--- config.mk ---
export PLATFORM = sky130hd
export DESIGN_NAME = next_pc_predictor
export DESIGN_NICKNAME = d
export VERILOG_FILES = /design/src/rtl/next_pc_predictor.sv
export SDC_FILE = /design/constraint.sdc
export NUM_CORES = 1
export LEC_CHECK = 0
export BUFFER_PORTS_ARGS = -buffer_cell sky130_fd_sc_hd__buf_2
export CELL_PAD_IN_SITES_DETAIL_PLACEMENT = 0
export CELL_PAD_IN_SITES_GLOBAL_PLACEMENT = 1
export CORE_MARGIN = 2
export CORE_UTILIZATION = 54
export DETAILED_ROUTE_END_ITERATION = 8
export PLACE_DENSITY = 0.82
export SYNTH_ARGS = -nofsm -noshare
export SYNTH_HDL_FRONTEND = slang
export SYNTH_SLANG_ARGS = --single-unit
--- constraint.sdc ---
create_clock -name clk -period 4.65 [get_ports clk]
set_input_delay 0.2325 -clock clk [delete_from_list [all_inputs] [get_ports clk]]
set_output_delay 0.2325 -clock clk [all_outputs]
set_load 0.02 [all_outputs]
--- src/rtl/next_pc_predictor.sv ---
// next_pc_predictor
//
// Produces the value the PC register loads on the next rising edge:
// sequential PC+4, a dynamically predicted branch target, a held PC on
// stall, or a redirect when the execute stage resolves a mispredicted
// control transfer. Prediction comes from a 2-bit-counter branch history
// table (BHT) and a tagged branch target buffer (BTB). Both are trained
// from execute-stage resolution.
//
// Ports
//   clk           clock; all state updates on the rising edge
//   rst           synchronous, active-high reset
//   PC            current PC from the PC register
//   stall         front-end stall; hold the PC
//   ex_valid      execute holds a resolved branch or jump this cycle
//   ex_jump       resolved op is JAL/JALR (always taken)
//   ex_taken      resolved conditional-branch outcome
//   ex_pc         PC of the resolved op
//   ex_target     resolved target address
//   ex_pred_next  next PC that was predicted for ex_pc
//   next_PC       PC value to load on the next edge
//   pred_taken    next_PC is a predicted-taken BTB target
//   flush         mispredict detected; squash younger instructions
//
// There is no handshake on this block. Every input is sampled every cycle,
// and ex_valid qualifies the ex_* group for that cycle only.
module next_pc_predictor #(
  parameter int WIDTH      = 32,
  parameter int INDEX_BITS = 4
) (
  input  logic             clk,
  input  logic             rst,
  input  logic [WIDTH-1:0] PC,
  input  logic             stall,
  input  logic             ex_valid,
  input  logic             ex_jump,
  input  logic             ex_taken,
  input  logic [WIDTH-1:0] ex_pc,
  input  logic [WIDTH-1:0] ex_target,
  input  logic [WIDTH-1:0] ex_pred_next,
  output logic [WIDTH-1:0] next_PC,
  output logic             pred_taken,
  output logic             flush
);

  localparam int ENTRIES  = 1 << INDEX_BITS;
  localparam int TAG_BITS = WIDTH - INDEX_BITS - 2;

  // Table storage
  logic [1:0]          bht        [ENTRIES];
  logic                btb_valid  [ENTRIES];
  logic [TAG_BITS-1:0] btb_tag    [ENTRIES];
  logic [WIDTH-1:0]    btb_target [ENTRIES];
  logic                btb_jump   [ENTRIES];

  // Fetch-side lookup
  logic [INDEX_BITS-1:0] pc_idx;
  logic [TAG_BITS-1:0]   pc_tag;
  logic                  pc_hit;
  logic                  pc_predict;
  logic [WIDTH-1:0]      pc_seq;

  assign pc_idx     = PC[INDEX_BITS+1:2];
  assign pc_tag     = PC[WIDTH-1:INDEX_BITS+2];
  assign pc_hit     = btb_valid[pc_idx] && (btb_tag[pc_idx] == pc_tag);
  // A jump entry is always taken, whatever the counter says.
  assign pc_predict = pc_hit && (btb_jump[pc_idx] || bht[pc_idx][1]);
  // Wraps modulo 2^WIDTH.
  assign pc_seq     = PC + WIDTH'(4);

  // Execute-side resolution
  logic [INDEX_BITS-1:0] ex_idx;
  logic [TAG_BITS-1:0]   ex_tag;
  logic                  actual_taken;
  logic [WIDTH-1:0]      actual_next;
  logic                  mispredict;
  logic [1:0]            ex_cnt;
  logic [1:0]            ex_cnt_next;

  assign ex_idx       = ex_pc[INDEX_BITS+1:2];
  assign ex_tag       = ex_pc[WIDTH-1:INDEX_BITS+2];
  assign actual_taken = ex_jump || ex_taken;
  assign actual_next  = actual_taken ? ex_target : (ex_pc + WIDTH'(4));
  assign mispredict   = ex_valid && (actual_next != ex_pred_next);
  assign ex_cnt       = bht[ex_idx];

  // The low two address bits never take part in indexing or tagging.
  logic unused_low_bits;
  assign unused_low_bits = ^{PC[1:0], ex_pc[1:0]};

  // Saturating 2-bit counter step for conditional branches.
  always_comb begin
    ex_cnt_next = ex_cnt;
    if (ex_taken) begin
      if (ex_cnt != 2'b11) ex_cnt_next = ex_cnt + 2'b01;
    end else begin
      if (ex_cnt != 2'b00) ex_cnt_next = ex_cnt - 2'b01;
    end
  end

  // Next-PC select. The order is reset, redirect, stall, predicted target,
  // sequential. A redirect beats a stall because the stalled instruction is
  // on the wrong path anyway.
  always_comb begin
    next_PC    = pc_seq;
    pred_taken = 1'b0;
    flush      = 1'b0;
    if (rst) begin
      next_PC = '0;
    end else if (mispredict) begin
      next_PC = actual_next;
      flush   = 1'b1;
    end else if (stall) begin
      next_PC = PC;
    end else if (pc_predict) begin
      next_PC    = btb_target[pc_idx];
      pred_taken = 1'b1;
    end
  end

  // BHT counters and BTB valid bits carry a reset value. Training happens on
  // any resolved op and does not depend on stall or mispredict. Prediction
  // reads the old contents in the same cycle; there is no bypass.
  always_ff @(posedge clk) begin
    if (rst) begin
      for (int i = 0; i < ENTRIES; i++) begin
        bht[i]       <= 2'b01;
        btb_valid[i] <= 1'b0;
      end
    end else if (ex_valid) begin
      if (!ex_jump) bht[ex_idx] <= ex_cnt_next;
      if (actual_taken) btb_valid[ex_idx] <= 1'b1;
    end
  end

  // BTB payload needs no reset because it is qualified by btb_valid.
  always_ff @(posedge clk) begin
    if (!rst && ex_valid && actual_taken) begin
      btb_tag[ex_idx]    <= ex_tag;
      btb_target[ex_idx] <= ex_target;
      btb_jump[ex_idx]   <= ex_jump;
    end
  end

endmodule

==> results_dict.tcl, run 1 <==
set metrics [dict create \
    startpoint "btb_tag[13][7]" \
    fillers 5585 \
    critPathLaunchType "flip-flop" \
    final_antenna_net_count 0 \
    fin_tns_setup_ns 0 \
    synth_nets 2611 \
    tightest_slew_ns 1.152 \
    clk_path_buf_depth 3 \
    start_util_pct 54.59 \
    cts_buffers 97 \
    power_leakage_nw 16.20 \
    syn_inst 2472 \
    hpwlAfterDp_um 83560 \
    r2r_start "bht[3][1]" \
    cts_tree "yes" \
    grt_pass1_wl_um 185000 \
    synth_largest_area_cell "edfxtp_1" \
    antenna_found_initial 16 \
    nets 2878 \
    via_per_inst 6.776 \
    drv_cap 0 \
    io_buffers 167 \
    grt_overflow 0 \
    dr_total_vias 26290 \
    synth-seq-cells 992 \
    yosys-top-cells-count "edfxtp_1 (976), mux4_2 (236), mux2i_1 (117)" \
    clk_pin_slew_ns 0.06 \
    status "completed" \
    grt_use_total_pct 31.96 \
    hold_viol 0 \
    first_pass_iters 6 \
    cp.required_ns 4.42 \
    clk_latency_ns 0.65 \
    wl_per_cell_um 33.72 \
    core_area_um2 79130 \
    crit_type "reg -> out" \
    final_layout_size_suffix_gt1_share_pct 27.14 \
    cts.sinks 992 \
    skew_ns 0.006953 \
    min_path_type "in -> reg" \
    ys_seq_area_share_pct 68.60 \
    die_h_um 286.8 \
    r2r-end "bht[3][0]" \
    clock.fmax_mhz 218.1 \
    critical_path.endpoint "next_PC[16]" \
    finalWirelength_um 130800 \
    rsz0062_at_grt "false" \
    peakVddDrop_v 0.0004613 \
    final_cells 3880 \
    rows 103 \
    final.min_clock_period_ns 4.585 \
    grt_pass1_vias 25640 \
    drt_iter0_drc 3797 \
    dp.cells 3658 \
    post-route-period-util_pct 98.60 \
    relSlewSlack_pct 23.03 \
    grt_max_degree 84 \
    yosysUniqueCellTypes 98 \
    synth_area_um2 43190 \
    synth.most_common_cell "edfxtp_1" \
    reg2reg_slack_ns 2.11 \
    hold_depth 1 \
    async_flop_share_pct 0 \
    power_density_nw_per_um2 386.6 \
    ctsHtreeMaxLevel 3 \
    cts.root.buffer_cell "clkbuf_16" \
    pin_count 168 \
    drt_drc_violations_left 0 \
    yosysTopAreaCellShare_pct 67.85 \
    synthFlopType "edfxtp_1" \
    avgSynthCellArea_um2 17.47 \
    reg2regPathDepth 5 \
    cp.arrival_ns 4.35 \
    slew_viol_final 0 \
    synthTopCellsByArea "edfxtp_1 (68%), mux4_2 (12%), mux2i_1 (2.7%)" \
    die_w_um 286.8 \
    crit_fanout 12 \
    endpoint_kind "output pin" \
    syn_to_final_growth_pct 14.00 \
    ys_warn_count 0 \
    gp_congestion 0.9576 \
    synth_edf_count 976 \
    setup_viol 0 \
    die_area_um2 82270 \
]
[registers in the layout, summed over array words and instances, names as in the netlist]
signal      cells
btb_valid      16
btb_target    512
btb_tag       416
btb_jump       16
bht            32
[power by group]
group          switching [mW]  leakage (nW)  total, mW  internal, mW
registers              0.0250          8.91       9.93          9.91
logic                   0.999          5.79       1.56         0.563
clock network            3.35          1.50       7.54          4.20
[area by class of cell]
cell class	count	area, um2	area share, %
diodes	8	20.02	0.04066
clock buffers	118	2537	5.153
clock inverters	64	519.2	1.055
inverters	57	214.0	0.4345
multi-input cells	1255	12560	25.51
flip-flops and latches	992	29630	60.17
well taps	1050	1314	2.668
repair buffers	336	2445	4.965
[worst max-delay path, stage by stage, from the launching register on]
cell	delay, ns
edfxtp_1	0.37
mux4_2	0.47
mux2i_1	0.36
xnor2_1	0.12
o21ai_1	0.28
o311ai_0	0.19
a311oi_1	0.23
buf_4	0.21
nand4_4	0.12
buf_12	0.17
nor2_4	0.27
a211oi_1	0.16
o22ai_1	0.36
buf_4	0.22
buf_2	0.17
[layer usage]
metal  global-route usage [%]  vias up  wire length [um]
li1                         -    10690                 -
met1                    45.13    13440             48910
met2                    49.34     1845             60440
met3                    7.159      306             15900
met4                    11.89       12              5521
met5                        0        -                73
[how the worst min path moves through the flow]
stage	from	end	slack, ns
after global routing	ex_target[21]	btb_target[13][21]	0.01
after detailed placement	btb_valid[11]	btb_valid[11]	0.45
final	ex_target[23]	btb_target[9][23]	0.02
after CTS	ex_target[23]	btb_target[9][23]	0.001
after floorplan	ex_jump	btb_jump[0]	0.33
after global placement	btb_valid[2]	btb_valid[2]	0.44
[timing repair]
| action | 4_1_cts | 5_1_grt |
|---|---|---|
| hold buffers | 26 | 0 |
| endpoints found under the hold margin | 325 | 0 |
| cloned | 1 | 0 |
| resized for setup | 2 | 8 |
| setup buffers | 1 | 4 |
| setup endpoints to repair | 30 | 21 |
| pin swaps | 1 | 2 |
[per-stage QoR]
stage / hold slack [ns] / util (%) / worst slack [ns] / power, mW / cell area [um2]
2_1_floorplan: 0.3314 / - / 0.3975 / 10.95 / 43190
3_3_place_gp: 0.4445 / 57.83 / 0.08616 / 11.59 / 45760
3_5_place_dp: 0.4484 / 57.83 / 0.02526 / 11.62 / 45760
4_1_cts: 0.001236 / 62.08 / 0.04284 / 19.06 / 49120
5_1_grt: 0.01138 / 62.21 / 0.006607 / 19.50 / 49230
6_report: 0.02177 / 62.23 / 0.06516 / 19.04 / 49240
[layout by cell type (no fill, tap or decap), types with 19 or more instances in the layout]
cell type / instances
nand3_1: 51
nand2_1: 97
a22oi_1: 30
inv_1: 56
buf_12: 20
xnor2_1: 42
buf_4: 123
o21ai_0: 41
dlygate4sd3_1: 26
nor3_1: 34
mux2i_1: 116
a21oi_1: 49
buf_2: 164
o22ai_1: 36
clkinv_2: 24
nand4_1: 35
and3_1: 25
nor2_4: 19
mux4_2: 236
nor2_1: 71
clkbuf_16: 98
a221oi_1: 19
clkbuf_1: 19
edfxtp_1: 976
[cells by family (layout without fill, tap and decap cells)]
kind of cell / Yosys count / in the layout / share of synthesized area, %
DFF: 992 / 992 / 68.60
xor gates and xnor gates: 60 / 60 / 1.248
other: 0 / 8 / 0
and+or+nand+nor: 454 / 455 / 5.579
adders and majority gates: 7 / 7 / 0.1912
muxes: 375 / 375 / 15.63
AOI/OAI and AO/OA: 358 / 358 / 5.979
buffers and inverters: 226 / 575 / 2.772
(Power assumes the default switching activity.)
==> run 2, diff against run 1 <==
--- a/config.mk
+++ b/config.mk
@@ -5,11 +5,12 @@
 export SDC_FILE = /design/constraint.sdc
 export NUM_CORES = 1
 export LEC_CHECK = 0
+export ABC_AREA = 1
 export BUFFER_PORTS_ARGS = -buffer_cell sky130_fd_sc_hd__buf_2
 export CELL_PAD_IN_SITES_DETAIL_PLACEMENT = 0
 export CELL_PAD_IN_SITES_GLOBAL_PLACEMENT = 1
 export CORE_MARGIN = 2
-export CORE_UTILIZATION = 54
+export CORE_UTILIZATION = 50
 export DETAILED_ROUTE_END_ITERATION = 8
 export PLACE_DENSITY = 0.82
 export SYNTH_ARGS = -nofsm -noshare
==> run 2 against run 1 <==
Net effect:
- sequential share of layout area decreased by 1.2 points
- cell count up 46%
- clock-buffer cell count is 19 higher
- synthesized cell count is 71% higher
- clock skew is 0.013 ns higher
- utilization is 5.1 points lower
- sequential cell count unchanged
- critical path depth up 7
==> results_dict.tcl, run 2 <==
set metrics [dict create \
    synth-seq-cells 992 \
    drt_iter0_drc 4450 \
    critPathLaunchType "input pin" \
    largest-register "btb_target" \
    setup_viol 0 \
    dp.cells 5440 \
    post-route-period-util_pct 95.88 \
    holdWs_ns 0.04094 \
    hold_viol 0 \
    grt_use_total_pct 30.97 \
    antenna_found_initial 14 \
    worst_slack_ns 0.1917 \
    yosysUniqueCellTypes 42 \
    synthFlopType "edfxtp_1" \
    slew_viol_final 0 \
    crit_fanout 20 \
    clkPwrFrac_pct 39.8 \
    wl_per_cell_um 24.93 \
    via_per_inst 5.815 \
    grt_pass1_vias 30570 \
    grt_overflow 0 \
    cp.arrival_ns 4.23 \
    p_comb_share_pct 8.9 \
    final_area_um2 50210 \
    syn_inst 4226 \
    endpoint_kind "output pin" \
    rows 109 \
    yosys-top-cells-count "nand2_1 (1223), edfxtp_1 (976), nor2_1 (445)" \
    drv_cap 0 \
    final_antenna_net_count 0 \
    crit_type "in -> out" \
    die_w_um 301.3 \
    fillers 7509 \
    status "completed" \
    grt_max_degree 111 \
    clk_latency_ns 0.67 \
    power_leakage_nw 18.71 \
    hpwlAfterDp_um 88720 \
    first_pass_iters 7 \
    reg2regPathDepth 7 \
    cts_buffers 99 \
    relSlewSlack_pct 28.32 \
    cts.root.buffer_cell "clkbuf_16" \
    async_flop_share_pct 0 \
    seqPwrFrac_pct 51.3 \
    clock.fmax_mhz 224.3 \
    dr_total_vias 33000 \
    largestRegisters "btb_target (512), btb_tag (416), bht (32)" \
    fin_tns_setup_ns 0 \
    power_mw 19.38 \
    tightest_slew_ns 1.075 \
    ys_warn_count 0 \
    final.min_clock_period_ns 4.458 \
    die_h_um 301.3 \
    synth_edf_count 976 \
    layout_common_cells "nand2_1 (1222), edfxtp_1 (976), nor2_1 (428)" \
    yosysTopAreaCellShare_pct 66.34 \
    start_util_pct 50.22 \
    post_dp_cell_area_um2 46630 \
    peakVddDrop_v 0.0002981 \
    critical_path.endpoint "next_PC[21]" \
    avgSynthCellArea_um2 10.45 \
    final_util_pct 57.08 \
    layout_commonest_cell "nand2_1" \
    synth.most_common_cell "nand2_1" \
    r2r_start "bht[6][0]" \
    synth_area_um2 44180 \
    io_buffers 167 \
    rsz0062_at_grt "false" \
    synthTopCellsByArea "edfxtp_1 (66%), nand2_1 (10%), nor2_1 (3.8%)" \
    largest_reg_flops 512 \
    cts.sinks 992 \
    ys_seq_area_share_pct 67.07 \
    hp-start "ex_pc[8]" \
    r2r-end "bht[5][1]" \
    grt_pass1_wl_um 205100 \
    syn_to_final_growth_pct 13.65 \
    synth_largest_area_cell "edfxtp_1" \
    clk_path_buf_depth 3 \
    min_path_type "in -> reg" \
    final_cells 5674 \
    cts_tree "yes" \
    clk_pin_slew_ns 0.06 \
    die_area_um2 90750 \
    startpoint "ex_pc[9]" \
    intPower_mw 14.76 \
    drt_drc_violations_left 0 \
    final_layout_size_suffix_gt1_share_pct 10.81 \
    gp_congestion 0.9749 \
    pin_count 168 \
    ctsHtreeMaxLevel 3 \
    detailedPlace.worstSlack_ns 0.6037 \
    nets 4561 \
    skew_ns 0.02009 \
    p_sw_mw 4.621 \
    cp.required_ns 4.42 \
    core_area_um2 87970 \
    finalWirelength_um 141500 \
    reg2reg_slack_ns 2.48 \
    netSwitchingFraction_pct 23.84 \
    synth_nets 4365 \
    power_density_nw_per_um2 386.0 \
]
[run 2: cell count changes in the layout (fill, tap and decap cells not counted), moves of 25 or more]
cell / before / now
nand2_1: 97 / 1222
nor2_1: 71 / 428
nand3_1: 51 / 323
mux4_2: 236 / 0
a21oi_1: 49 / 249
inv_1: 56 / 229
o21ai_0: 41 / 207
mux2i_1: 116 / 0
xnor2_1: 42 / 3
a32o_1: 2 / 34
and3_1: 25 / 0
nand4_1: 35 / 10
[run 2: metal layers]
| layer | track usage (%) | wire (um) | vias up |
|---|---|---|---|
| li1 | - | - | 15030 |
| met1 | 44.88 | 59070 | 16100 |
| met2 | 48.11 | 64860 | 1651 |
| met3 | 5.050 | 13300 | 211 |
| met4 | 9.690 | 4156 | 12 |
| met5 | 0 | 75 | - |
[run 2: power groups by stage]
stage | combinational (mW) | clock, mW | sequential (mW)
after CTS | 1.70 | 7.80 | 9.93
after detailed placement | 1.67 | 0 | 10.1
after floorplan | 0.912 | 0 | 10.1
after global routing | 1.86 | 8.15 | 9.94
after global placement | 1.66 | 0 | 10.1
final | 1.73 | 7.72 | 9.93
[run 2: final cells by class]
type                    instances  area (um2)  share of cell area, %
inverters                     244       932.1                  1.856
clock inverters                46       391.6                 0.7800
multi-input cells            2755       12700                  25.29
diodes                          5       12.51                0.02492
flip-flops and latches        992       29630                  59.01
well taps                    1165        1458                  2.903
clock buffers                 137        2724                  5.425
repair buffers                330        2366                  4.712
[run 2: worst min-delay path by stage]
stage,endpoint,slack [ns],cells past startpoint
after floorplan,btb_jump[0],0.33,0
after global placement,btb_valid[6],0.44,2
after detailed placement,btb_valid[6],0.44,2
after CTS,btb_tag[9][2],0.003,1
after global routing,btb_tag[9][2],0.03,1
final,btb_tag[9][2],0.04,1
[run 2: cell families (layout without fill, tap and decap cells)]
family          Yosys count  in the layout  share of synthesized area (%)
compound gates          645            645                          8.581
xor+xnor                 36             36                         0.7137
fa+ha+maj                 5              5                         0.1416
buf+inv                 479            757                          4.497
flops                   992            992                          67.07
other cells               0              5                              0
simple gates           2069           2069                          19.00
[run 2: repair_timing]
item,in CTS,in global routing
hold endpoints to repair,576,0
hold buffers,43,0
gates resized for setup,0,1
buffers inserted,0,3
endpoints found under the setup margin,0,2
[run 2: worst max-delay path, stage by stage]
cell and delay, ns:
dlygate4sd3_1 0.53, buf_2 0.38, nand2_1 0.21, nor2_1 0.24, nand2_1 0.11, nor2_1 0.26, nand2_1 0.08, nand2_1 0.10
nand2_1 0.14, nand3b_1 0.15, nand2_1 0.06, nor2_1 0.15, nand3_1 0.12, nor2_1 0.13, nand3_2 0.17, a21oi_4 0.17
buf_4 0.25, buf_4 0.21, nand3_1 0.09, nand2_1 0.19, buf_2 0.21
